==> config.mk <==
export PLATFORM = sky130hd
export DESIGN_NAME = nco_sweep_ctrl
export DESIGN_NICKNAME = d
export VERILOG_FILES = /design/src/rtl/nco_sweep_ctrl.sv
export SDC_FILE = /design/constraint.sdc
export NUM_CORES = 1
export LEC_CHECK = 0
export ABC_AREA = 1
export BUFFER_PORTS_ARGS = -buffer_cell sky130_fd_sc_hd__buf_2
export CELL_PAD_IN_SITES_DETAIL_PLACEMENT = 1
export CELL_PAD_IN_SITES_GLOBAL_PLACEMENT = 2
export CORE_UTILIZATION = 29
export DETAILED_ROUTE_END_ITERATION = 7
export PLACE_DENSITY_LB_ADDON = 0.1
export SLEW_MARGIN = 20
export SYNTH_ARGS = -nofsm -noshare
export SYNTH_HDL_FRONTEND = slang
export SYNTH_SLANG_ARGS = --single-unit
==> constraint.sdc <==
create_clock -name clk -period 2.5 [get_ports clk]
set_input_delay 0.5 -clock clk [delete_from_list [all_inputs] [get_ports clk]]
set_output_delay 0.5 -clock clk [all_outputs]
set_load 0.02 [all_outputs]
==> src/rtl/nco_sweep_ctrl.sv <==
// -----------------------------------------------------------------------------
// nco_sweep_ctrl
//
// Sequencer for a phase-accumulator / pulse-counting datapath. It steps the
// accumulator increment through a programmed linear sweep. At each step it
// clears the accumulator phase, lets the accumulator settle, and counts its
// carry pulses over a fixed gate window. Each count is then offered on a
// valid/ready result port.
//
// Optional feature macro: NCO_SWEEP_PEAK_EN
//   defined   : tracks the largest result_count of the sweep and its step index
//   undefined : peak_count / peak_index are tied to zero and no logic is built
//
// Parameters
//   ACC_W          accumulator / increment width
//   CNT_W          pulse-count width (count saturates at all-ones)
//   GATE_CYCLES    gate window length in clk cycles (>= 1)
//   SETTLE_CYCLES  cycles after each increment change where carries are ignored
//   IDX_W          step index / step count width
//
// Ports
//   clk, rst        clock, synchronous active-high reset
//   start           begin a sweep (sampled in IDLE only)
//   abort           abandon the sweep (sampled in every non-IDLE state)
//   start_inc       first increment       (captured on accepted start)
//   step_inc        per-step delta        (captured on accepted start)
//   num_steps       measurement steps     (captured on accepted start)
//   acc_value       increment driven to the accumulator
//   acc_clear       one-cycle accumulator phase clear
//   carry           accumulator carry pulse input
//   busy            high in every state except IDLE
//   result_valid    result available
//   result_ready    consumer accepts result
//   result_index    0-based step number of the current result
//   result_count    carries counted in that step's gate window
//   done            one-cycle pulse at normal sweep completion
//   peak_count      largest result_count seen this sweep
//   peak_index      step index of peak_count (lowest index on ties)
// -----------------------------------------------------------------------------
module nco_sweep_ctrl #(
   parameter int ACC_W         = 32,
   parameter int CNT_W         = 32,
   parameter int GATE_CYCLES   = 100000,
   parameter int SETTLE_CYCLES = 4,
   parameter int IDX_W         = 16
) (
   input  logic             clk,
   input  logic             rst,
   input  logic             start,
   input  logic             abort,
   input  logic [ACC_W-1:0] start_inc,
   input  logic [ACC_W-1:0] step_inc,
   input  logic [IDX_W-1:0] num_steps,
   output logic [ACC_W-1:0] acc_value,
   output logic             acc_clear,
   input  logic             carry,
   output logic             busy,
   output logic             result_valid,
   input  logic             result_ready,
   output logic [IDX_W-1:0] result_index,
   output logic [CNT_W-1:0] result_count,
   output logic             done,
   output logic [CNT_W-1:0] peak_count,
   output logic [IDX_W-1:0] peak_index
);

   typedef enum logic [2:0] {
      S_IDLE,
      S_LOAD,
      S_SETTLE,
      S_GATE,
      S_REPORT,
      S_DONE
   } state_e;

   // One down-counter times both the settle and the gate window; it only has
   // to hold the larger of the two reload values (length - 1).
   localparam int TMR_MAX = (GATE_CYCLES > SETTLE_CYCLES) ? GATE_CYCLES : SETTLE_CYCLES;
   localparam int TMR_W   = (TMR_MAX > 1) ? $clog2(TMR_MAX) : 1;

   localparam logic [TMR_W-1:0] GATE_LD   = TMR_W'(GATE_CYCLES - 1);
   localparam logic [TMR_W-1:0] SETTLE_LD =
      TMR_W'((SETTLE_CYCLES > 0) ? (SETTLE_CYCLES - 1) : 0);

   localparam logic [CNT_W-1:0] CNT_MAX = '1;

   state_e             state_q,     state_d;
   logic [ACC_W-1:0]   acc_q,       acc_d;
   logic [ACC_W-1:0]   step_q,      step_d;
   logic [IDX_W-1:0]   nsteps_q,    nsteps_d;
   logic [IDX_W-1:0]   index_q,     index_d;
   logic [CNT_W-1:0]   count_q,     count_d;
   logic [TMR_W-1:0]   timer_q,     timer_d;

   logic               last_step;

   assign last_step = (index_q == (nsteps_q - IDX_W'(1)));

   // --------------------------------------------------------------------------
   // Next-state and output decode
   // --------------------------------------------------------------------------
   always_comb begin
      // NOTE: every signal written here gets a default first so no path
      // through the case statement can leave it unassigned and infer a latch.
      state_d      = state_q;
      acc_d        = acc_q;
      step_d       = step_q;
      nsteps_d     = nsteps_q;
      index_d      = index_q;
      count_d      = count_q;
      timer_d      = timer_q;
      acc_clear    = 1'b0;
      result_valid = 1'b0;
      done         = 1'b0;

      unique case (state_q)
         S_IDLE: begin
            if (start) begin
               step_d   = step_inc;
               nsteps_d = num_steps;
               index_d  = '0;
               if (num_steps == '0) begin
                  state_d = S_DONE;
               end else begin
                  acc_d   = start_inc;
                  state_d = S_LOAD;
               end
            end
         end

         S_LOAD: begin
            acc_clear = 1'b1;
            count_d   = '0;
            if (SETTLE_CYCLES == 0) begin
               timer_d = GATE_LD;
               state_d = S_GATE;
            end else begin
               timer_d = SETTLE_LD;
               state_d = S_SETTLE;
            end
         end

         S_SETTLE: begin
            if (timer_q == '0) begin
               timer_d = GATE_LD;
               state_d = S_GATE;
            end else begin
               timer_d = timer_q - TMR_W'(1);
            end
         end

         S_GATE: begin
            // Saturating count: once all-ones, further carries are dropped.
            if (carry && (count_q != CNT_MAX)) begin
               count_d = count_q + CNT_W'(1);
            end
            if (timer_q == '0) begin
               state_d = S_REPORT;
            end else begin
               timer_d = timer_q - TMR_W'(1);
            end
         end

         S_REPORT: begin
            result_valid = 1'b1;
            if (result_ready) begin
               if (last_step) begin
                  state_d = S_DONE;
               end else begin
                  // Increment wraps modulo 2^ACC_W by design.
                  acc_d   = acc_q + step_q;
                  index_d = index_q + IDX_W'(1);
                  state_d = S_LOAD;
               end
            end
         end

         S_DONE: begin
            done    = 1'b1;
            state_d = S_IDLE;
         end

         default: begin
            state_d = S_IDLE;
         end
      endcase

      // Abort wins over everything else: it suppresses the result handshake
      // and the done pulse in the same cycle and leaves acc_value untouched.
      if ((state_q != S_IDLE) && abort) begin
         state_d      = S_IDLE;
         acc_d        = acc_q;
         index_d      = index_q;
         result_valid = 1'b0;
         done         = 1'b0;
      end
   end

   // --------------------------------------------------------------------------
   // State registers
   // --------------------------------------------------------------------------
   always_ff @(posedge clk) begin
      // NOTE: non-blocking assignments so every register samples the values
      // from before this edge, independent of statement order.
      if (rst) begin
         state_q  <= S_IDLE;
         acc_q    <= '0;
         step_q   <= '0;
         nsteps_q <= '0;
         index_q  <= '0;
         count_q  <= '0;
         timer_q  <= '0;
      end else begin
         state_q  <= state_d;
         acc_q    <= acc_d;
         step_q   <= step_d;
         nsteps_q <= nsteps_d;
         index_q  <= index_d;
         count_q  <= count_d;
         timer_q  <= timer_d;
      end
   end

   assign acc_value    = acc_q;
   assign busy         = (state_q != S_IDLE);
   assign result_index = index_q;
   assign result_count = count_q;

   // --------------------------------------------------------------------------
   // Optional peak tracking
   // --------------------------------------------------------------------------
`ifdef NCO_SWEEP_PEAK_EN
   logic [CNT_W-1:0] peak_count_q, peak_count_d;
   logic [IDX_W-1:0] peak_index_q, peak_index_d;
   logic             peak_clr;
   logic             peak_upd;

   assign peak_clr = (state_q == S_IDLE) && start;
   // result_valid is already masked by abort, so an aborted handshake never
   // updates the peak.
   assign peak_upd = result_valid && result_ready;

   always_comb begin
      peak_count_d = peak_count_q;
      peak_index_d = peak_index_q;
      if (peak_clr) begin
         peak_count_d = '0;
         peak_index_d = '0;
      end else if (peak_upd && (count_q > peak_count_q)) begin
         // Strict compare keeps the lowest index on ties.
         peak_count_d = count_q;
         peak_index_d = index_q;
      end
   end

   always_ff @(posedge clk) begin
      if (rst) begin
         peak_count_q <= '0;
         peak_index_q <= '0;
      end else begin
         peak_count_q <= peak_count_d;
         peak_index_q <= peak_index_d;
      end
   end

   assign peak_count = peak_count_q;
   assign peak_index = peak_index_q;
`else
   assign peak_count = '0;
   assign peak_index = '0;
`endif

endmodule

==> metrics.yaml, run 1 <==
layout:
  final_cell_mix: "nand2_1 (543), inv_1 (188), buf_2 (168)"
  fill_cells: 4799
  layout_commonest_cell: "nand2_1"
  fin_nets: 2057
  fin_area_um2: 13000
  diodes: 0
  multi_input_area_um2: 6700
  drive_gt1_share_pct: 18.7
  syn2layout_area_growth_pct: 21.1
  seqCellArea_um2: 2960
cts:
  clock_latency_ps: 450
  clk_pin_slew_ps: 70
  cts_hold_buf: 0
  cts_tree: "done"
  root_buffer: "clkbuf_16"
  cts.htree.levels: 4
  cts_sinks: 148
  cts_buffers: 17
  cts.path.max_buffers: 2
worst_setup_path:
  critPathRequiredTime_ps: 2850
  critPathKind: "flip-flop to flip-flop"
  critPathArrivalTime_ps: 2650
  critPathLaunchType: "flip-flop"
  end_kind: "flip-flop"
  cp_max_fo: 4
timing:
  tightest_slew_ps: 669
  finalSetupViolCount: 0
  slew_headroom_pct: 55.4
  finalCritPeriodShare_pct: 92.0
  hold_viol: 0
  drv_slew: 0
  skew_ps: 13.4
  layout_min_cycle_time_ps: 2300
  whs_ps: 322
  max_freq_ghz: 0.435
global_route:
  track_usage_pct: 21.8
  globalRouteOverflowTotal: 0
  grt_pass1_vias: 11700
  antenna_found_initial: 0
  grt_max_degree: 109
  grt_pass1_wl_um: 64800
flow_run:
  cap_violations: 0
logic_synthesis:
  synth.avg_cell_area_um2: 6.19
  synth_compound_area_share_pct: 11.5
  synth_top_family_by_area: "simple AND/OR/NAND/NOR gates"
  ys_ff_latch: 148
  async_flop_share_pct: 0
  synth_adder_area_share_pct: 4.26
  yosysWarnings: 0
  synth_edf_count: 0
  synth-simple-area-share_pct: 38.9
  synth_ff_type: "dfxtp_1"
  synth-xor-area-share_pct: 5.06
  ys_types: 49
  synthCells: 1735
  synth_mux_area_share_pct: 0
  synth_area_um2: 10700
  yosysSeqAreaShare_pct: 27.6
routing:
  wirelength_um: 41000
  first_pass_iters: 4
  viasPerCell: 4.76
  wl_per_cell_um: 17.0
  num_vias: 11500
  final_antenna_net_count: 0
  drcViolationCount: 0
  drt_iter0_drc: 454
place:
  dpl_cell_area_um2: 12300
  hpwl_um: 31100
  gp_congestion: 0.866
  place.port_buffers: 169
power_and_ir_drop:
  p_comb_share_pct: 50.6
  p_sw_mw: 5.78
  ir_worst_vdd_v: 0.000466
  internal_power_mw: 6.48
  power.share.clock_pct: 22.2
  p_leak_nw: 6.12
  swShare_pct: 47.1
  pwr-share-seq_pct: 27.2
  power_density_nw_per_um2: 942
floorplan:
  die_h_um: 195
  coreArea_um2: 36500
  rows: 70
  boundaryPins: 218
  die_w_um: 195
  die_area_um2: 37800
  start_util_pct: 29.4
status:
  status: "finished, final reports clean"
min_path:
  min_path_type: "primary input to flip-flop"
## critical path, cell delays in order (launching register included)
cell and delay, ps:
dfxtp_1 380, ha_1 240, inv_1 70, fa_2 380, o21bai_4 170, nand2_1 70, nand2_1 150, nand2_1 100
nand2_1 110, nand2_1 60, nand2_1 100, xnor2_1 130, nor2_1 60, nor2_1 120, nor2_1 40
## registers in the layout, summed over array words and instances (netlist names)
| name | flops |
|---|---|
| timer_q | 17 |
| nsteps_q | 16 |
| step_q | 32 |
| acc_value | 32 |
| state_q | 3 |
| result_index | 16 |
| result_count | 32 |
## cells in the mapped netlist, types with 2 or more instances
library cell  instances  share of area (%)
buf_1                 2              0.070
xnor2_1              17                1.4
o21ai_2               2               0.16
o21a_1                4               0.28
a211oi_1              3               0.21
or2_1                 2               0.12
buf_4                48                3.4
nand4_1              20                1.2
nor4_1               16               0.93
nor3b_1               3               0.21
nor2_4                2               0.21
xor2_1               40                3.3
a31oi_1               2               0.12
o21bai_1              6               0.42
dfxtp_1             148                 28
nor2_1              167                5.8
a21oi_1             129                6.0
inv_2                 5               0.17
o21ai_1               2              0.093
nand3b_1              4               0.28
inv_1               188                6.6
nand3_2               2               0.19
nand2_2              27                1.6
a21oi_2              26                2.1
buf_12                2               0.37
xnor3_1               2               0.42
clkinv_1              2              0.070
nand2_4               2               0.21
ha_1                 35                4.1
o21ai_0              35                1.6
nor3_1               27                1.3
nand2_1             545                 19
nand3_1             138                6.4
buf_2                 9               0.42
clkbuf_1             39                1.4
a221oi_1              2               0.16
or2_2                 9               0.52
nor2_2               12               0.70
## power by group through the flow
stage,logic [mW],registers (mW),clock network (mW)
after floorplan,4.03,3.49,0
after global routing,6.92,3.41,2.90
after global placement,5.90,3.37,0
after CTS,6.08,3.34,2.82
final,6.21,3.33,2.73
after detailed placement,6.00,3.39,0
## worst paths after layout
kind                             start                    endpoint  slack, ps  cells after the start
max          acc_value[0]$_SDFFE_PP0P_  acc_value[20]$_SDFFE_PP0P_        200                     14
min                       step_inc[31]     step_q[31]$_SDFFE_PP0P_        320                      3
max reg2reg  acc_value[0]$_SDFFE_PP0P_  acc_value[20]$_SDFFE_PP0P_        200                     14
min reg2reg    step_q[21]$_SDFFE_PP0P_     step_q[21]$_SDFFE_PP0P_        470                      2
## kinds of logic after synthesis
family,count (synthesis)
AO/OA/AOI/OAI,215
XOR/XNOR,59
adder cells (fa/ha/maj),36
buffers and inverters,297
flip-flops,148
other,1
AND/OR/NAND/NOR,979
## cell type report
| cell class | count | area share (%) |
|---|---|---|
| Clock buffer | 19 | 3.40 |
| Sequential cell | 148 | 22.8 |
| Tap cell | 468 | 4.50 |
| Inverter | 195 | 5.62 |
| Clock inverter | 13 | 1.15 |
| Timing Repair Buffer | 233 | 11.1 |
| Multi-Input combinational cell | 1340 | 51.5 |
## per-stage QoR
| step | std cells | utilization [%] | power (mW) | setup WS (ps) | setup TNS [ps] |
|---|---|---|---|---|---|
| after floorplan | 1782 | - | 7.52 | 328 | 0 |
| after global placement | 2378 | 33.6 | 9.27 | -130 | -3510 |
| after detailed placement | 2378 | 33.6 | 9.39 | -199 | -5370 |
| after CTS | 2411 | 35.3 | 12.2 | 7.15 | 0 |
| after global routing | 2416 | 35.6 | 13.2 | -16.3 | -16.3 |
| final | 2416 | 35.6 | 12.3 | 200 | 0 |
## timing repair
| action | in CTS | in global routing |
|---|---|---|
| gates resized for setup | 2 | 13 |
| setup buffers | 0 | 3 |
| setup endpoints to repair | 41 | 52 |
| pin swaps | 0 | 5 |
| cloned | 1 | 2 |
## routing by layer
metal  GRT usage, %  up-vias  share of wire [%]
li1               -     5843                  -
met1           28.4     5479                 49
met2           38.2      154                 48
met3           2.71       33                2.1
met4           4.67        0                1.1
met5              0        -                  0
Power figures use the tool's default switching activity.
==> run 2, diff against run 1 <==
--- a/config.mk
+++ b/config.mk
@@ -11,6 +11,7 @@
 export CELL_PAD_IN_SITES_GLOBAL_PLACEMENT = 2
 export CORE_UTILIZATION = 29
 export DETAILED_ROUTE_END_ITERATION = 7
+export GPL_TIMING_DRIVEN = 0
 export PLACE_DENSITY_LB_ADDON = 0.1
 export SLEW_MARGIN = 20
 export SYNTH_ARGS = -nofsm -noshare
==> constraint.sdc (replaced) <==
create_clock -name clk -period 2.5 [get_ports clk]
set_input_delay 0.25 -clock clk [delete_from_list [all_inputs] [get_ports clk]]
set_output_delay 0.25 -clock clk [all_outputs]
set_load 0.02 [all_outputs]
==> run 2 against run 1 <==
Net effect: worst hold slack worse by 250 ps; routed wire length grew 3.9%; die area stayed put; largest cell class unchanged.
==> metrics.yaml, run 2 (synthesis results as in run 1) <==
timing:
  finalSetupViolCount: 0  # unchanged
  layout_min_cycle_time_ps: 2350  # was 2300 ps
  finalCritPeriodShare_pct: 94.1  # was 92.0%
  max_freq_ghz: 0.425  # was 0.435 GHz
  skew_ps: 15.8  # was 13.4 ps
  drv_slew: 0  # unchanged
  tightest_slew_ps: 890  # was 669 ps
  hold_viol: 0  # unchanged
  slew_headroom_pct: 40.7  # was 55.4%
worst_setup_path:
  cp_max_fo: 10  # was 4
  critPathLaunchType: "flip-flop"  # unchanged
  critPathArrivalTime_ps: 2650  # about the same
  critPathRequiredTime_ps: 2790  # was 2850 ps
  end_kind: "flip-flop"  # unchanged
  critPathLaunch: "state_q[0]$_SDFFE_PP0P_"  # was acc_value[0]$_SDFFE_PP0P_
  critPathKind: "flip-flop to flip-flop"  # unchanged
  r2r-start: "state_q[0]$_SDFFE_PP0P_"  # was acc_value[0]$_SDFFE_PP0P_
layout:
  fill_cells: 4866  # was 4799
  final_cell_mix: "nand2_1 (540), inv_1 (187), buf_2 (172)"  # was nand2_1 (543), inv_1 (188), buf_2 (168)
  drive_gt1_share_pct: 19.1  # was 18.7%
  diodes: 0  # unchanged
  fin_area_um2: 13100  # was 13000 µm²
  fin_nets: 2097  # was 2057
  final_cells: 2456  # was 2416
  syn2layout_area_growth_pct: 22.1  # was 21.1%
  layout_commonest_cell: "nand2_1"  # unchanged
floorplan:
  die_h_um: 195  # unchanged
  coreArea_um2: 36500  # unchanged
  die_w_um: 195  # unchanged
  rows: 70  # unchanged
  die_area_um2: 37800  # unchanged
  start_util_pct: 29.4  # unchanged
  boundaryPins: 218  # unchanged
cts:
  root_buffer: "clkbuf_16"  # unchanged
  cts_buffers: 17  # unchanged
  cts_sinks: 148  # unchanged
  cts_hold_buf: 0  # unchanged
  clk_pin_slew_ps: 70  # about the same
  cts.path.max_buffers: 2  # unchanged
  cts.htree.levels: 4  # unchanged
  cts_tree: "done"  # unchanged
  clock_latency_ps: 450  # about the same
routing:
  wirelength_um: 42600  # was 41000 µm
  drt_iter0_drc: 393  # was 454
  final_antenna_net_count: 0  # unchanged
  wl_per_cell_um: 17.3  # was 17.0 µm
  drcViolationCount: 0  # unchanged
  viasPerCell: 4.72  # was 4.76
  first_pass_iters: 4  # unchanged
  num_vias: 11600  # was 11500
place:
  dp.cells: 2418  # was 2378
  dpl_cell_area_um2: 12300  # about the same
  place.port_buffers: 168  # was 169
  hpwl_um: 34600  # was 31100 µm
  gp_congestion: 0.875  # was 0.866
global_route:
  track_usage_pct: 22.7  # was 21.8%
  grt_max_degree: 17  # was 109
  grt_pass1_wl_um: 66100  # was 64800 µm
  globalRouteOverflowTotal: 0  # unchanged
  grt_pass1_vias: 11800  # was 11700
  antenna_found_initial: 0  # unchanged
min_path:
  holdCritStartpoint: "step_inc[0]"  # was step_inc[31]
  min_path_type: "primary input to flip-flop"  # unchanged
power_and_ir_drop:
  ir_worst_vdd_v: 0.000524  # was 0.000466 V
  power_density_nw_per_um2: 932  # was 942 nW/µm²
  p_leak_nw: 6.16  # was 6.12 nW
flow_run:
  cap_violations: 0  # unchanged
status:
  status: "finished, final reports clean"  # unchanged
[run 2: area by class of cell]
type	count	area (µm²)	area share (%)
plain buffers	102	663	5.05
clock buffers	20	447	3.40
clock inverters	12	131	1.00
inverters	195	734	5.60
multi-input cells	1337	6710	51.1
flip-flops and latches	148	2970	22.6
well taps	468	586	4.46
repair buffers	174	886	6.75
[run 2: metal layers]
metal / vias to the layer above / part of all wire (%) / global-route usage (%)
met5: - / 0 / 0
met4: 0 / 2.2 / 6.29
met3: 40 / 2.6 / 2.83
met2: 162 / 49 / 40.5
met1: 5479 / 46 / 28.5
li1: 5912 / - / -
[run 2: final timing paths]
path	to	slack, ps	cells after the start
worst max-delay path	acc_value[11]$_SDFFE_PP0P_	150	9
worst min-delay path	step_q[0]$_SDFFE_PP0P_	70	3
worst max register to register	acc_value[11]$_SDFFE_PP0P_	150	9
worst min register to register	step_q[20]$_SDFFE_PP0P_	470	2
[run 2: timing repair]
action	in CTS	in global routing
endpoints found under the setup margin	32	86
gates cloned	0	0
gates resized for setup	8	40
setup buffers	1	5
pin swaps	1	8
[run 2: per-stage QoR]
stage / worst slack, ps / power [mW] / util [%] / hold slack (ps) / TNS (ps)
6_report: 147 / 12.2 / 35.9 / 74.1 / 0
5_1_grt: -0.944 / 13.2 / 35.9 / 71.2 / -0.944
4_1_cts: 9.54 / 12.2 / 35.5 / 59.4 / 0
3_5_place_dp: -219 / 9.40 / 33.8 / 458 / -951
3_3_place_gp: -136 / 9.29 / 33.8 / 452 / -571
2_1_floorplan: 328 / 7.52 / - / 418 / 0
[run 2: power breakdown]
| group | internal, mW | leakage (nW) | switching (mW) | total [mW] |
|---|---|---|---|---|
| Combinational | 2.13 | 4.68 | 4.10 | 6.23 |
| Sequential | 2.85 | 1.21 | 0.488 | 3.34 |
| Clock | 1.50 | 0.272 | 1.16 | 2.66 |
[run 2: worst max-delay path: stages (launching register included)]
cell	delay [ps]
dfxtp_1	320
nor2_2	210
inv_1	60
nor2_1	290
inv_2	130
or2_2	370
buf_2	260
clkbuf_1	290
nand3_1	180
a21oi_2	60
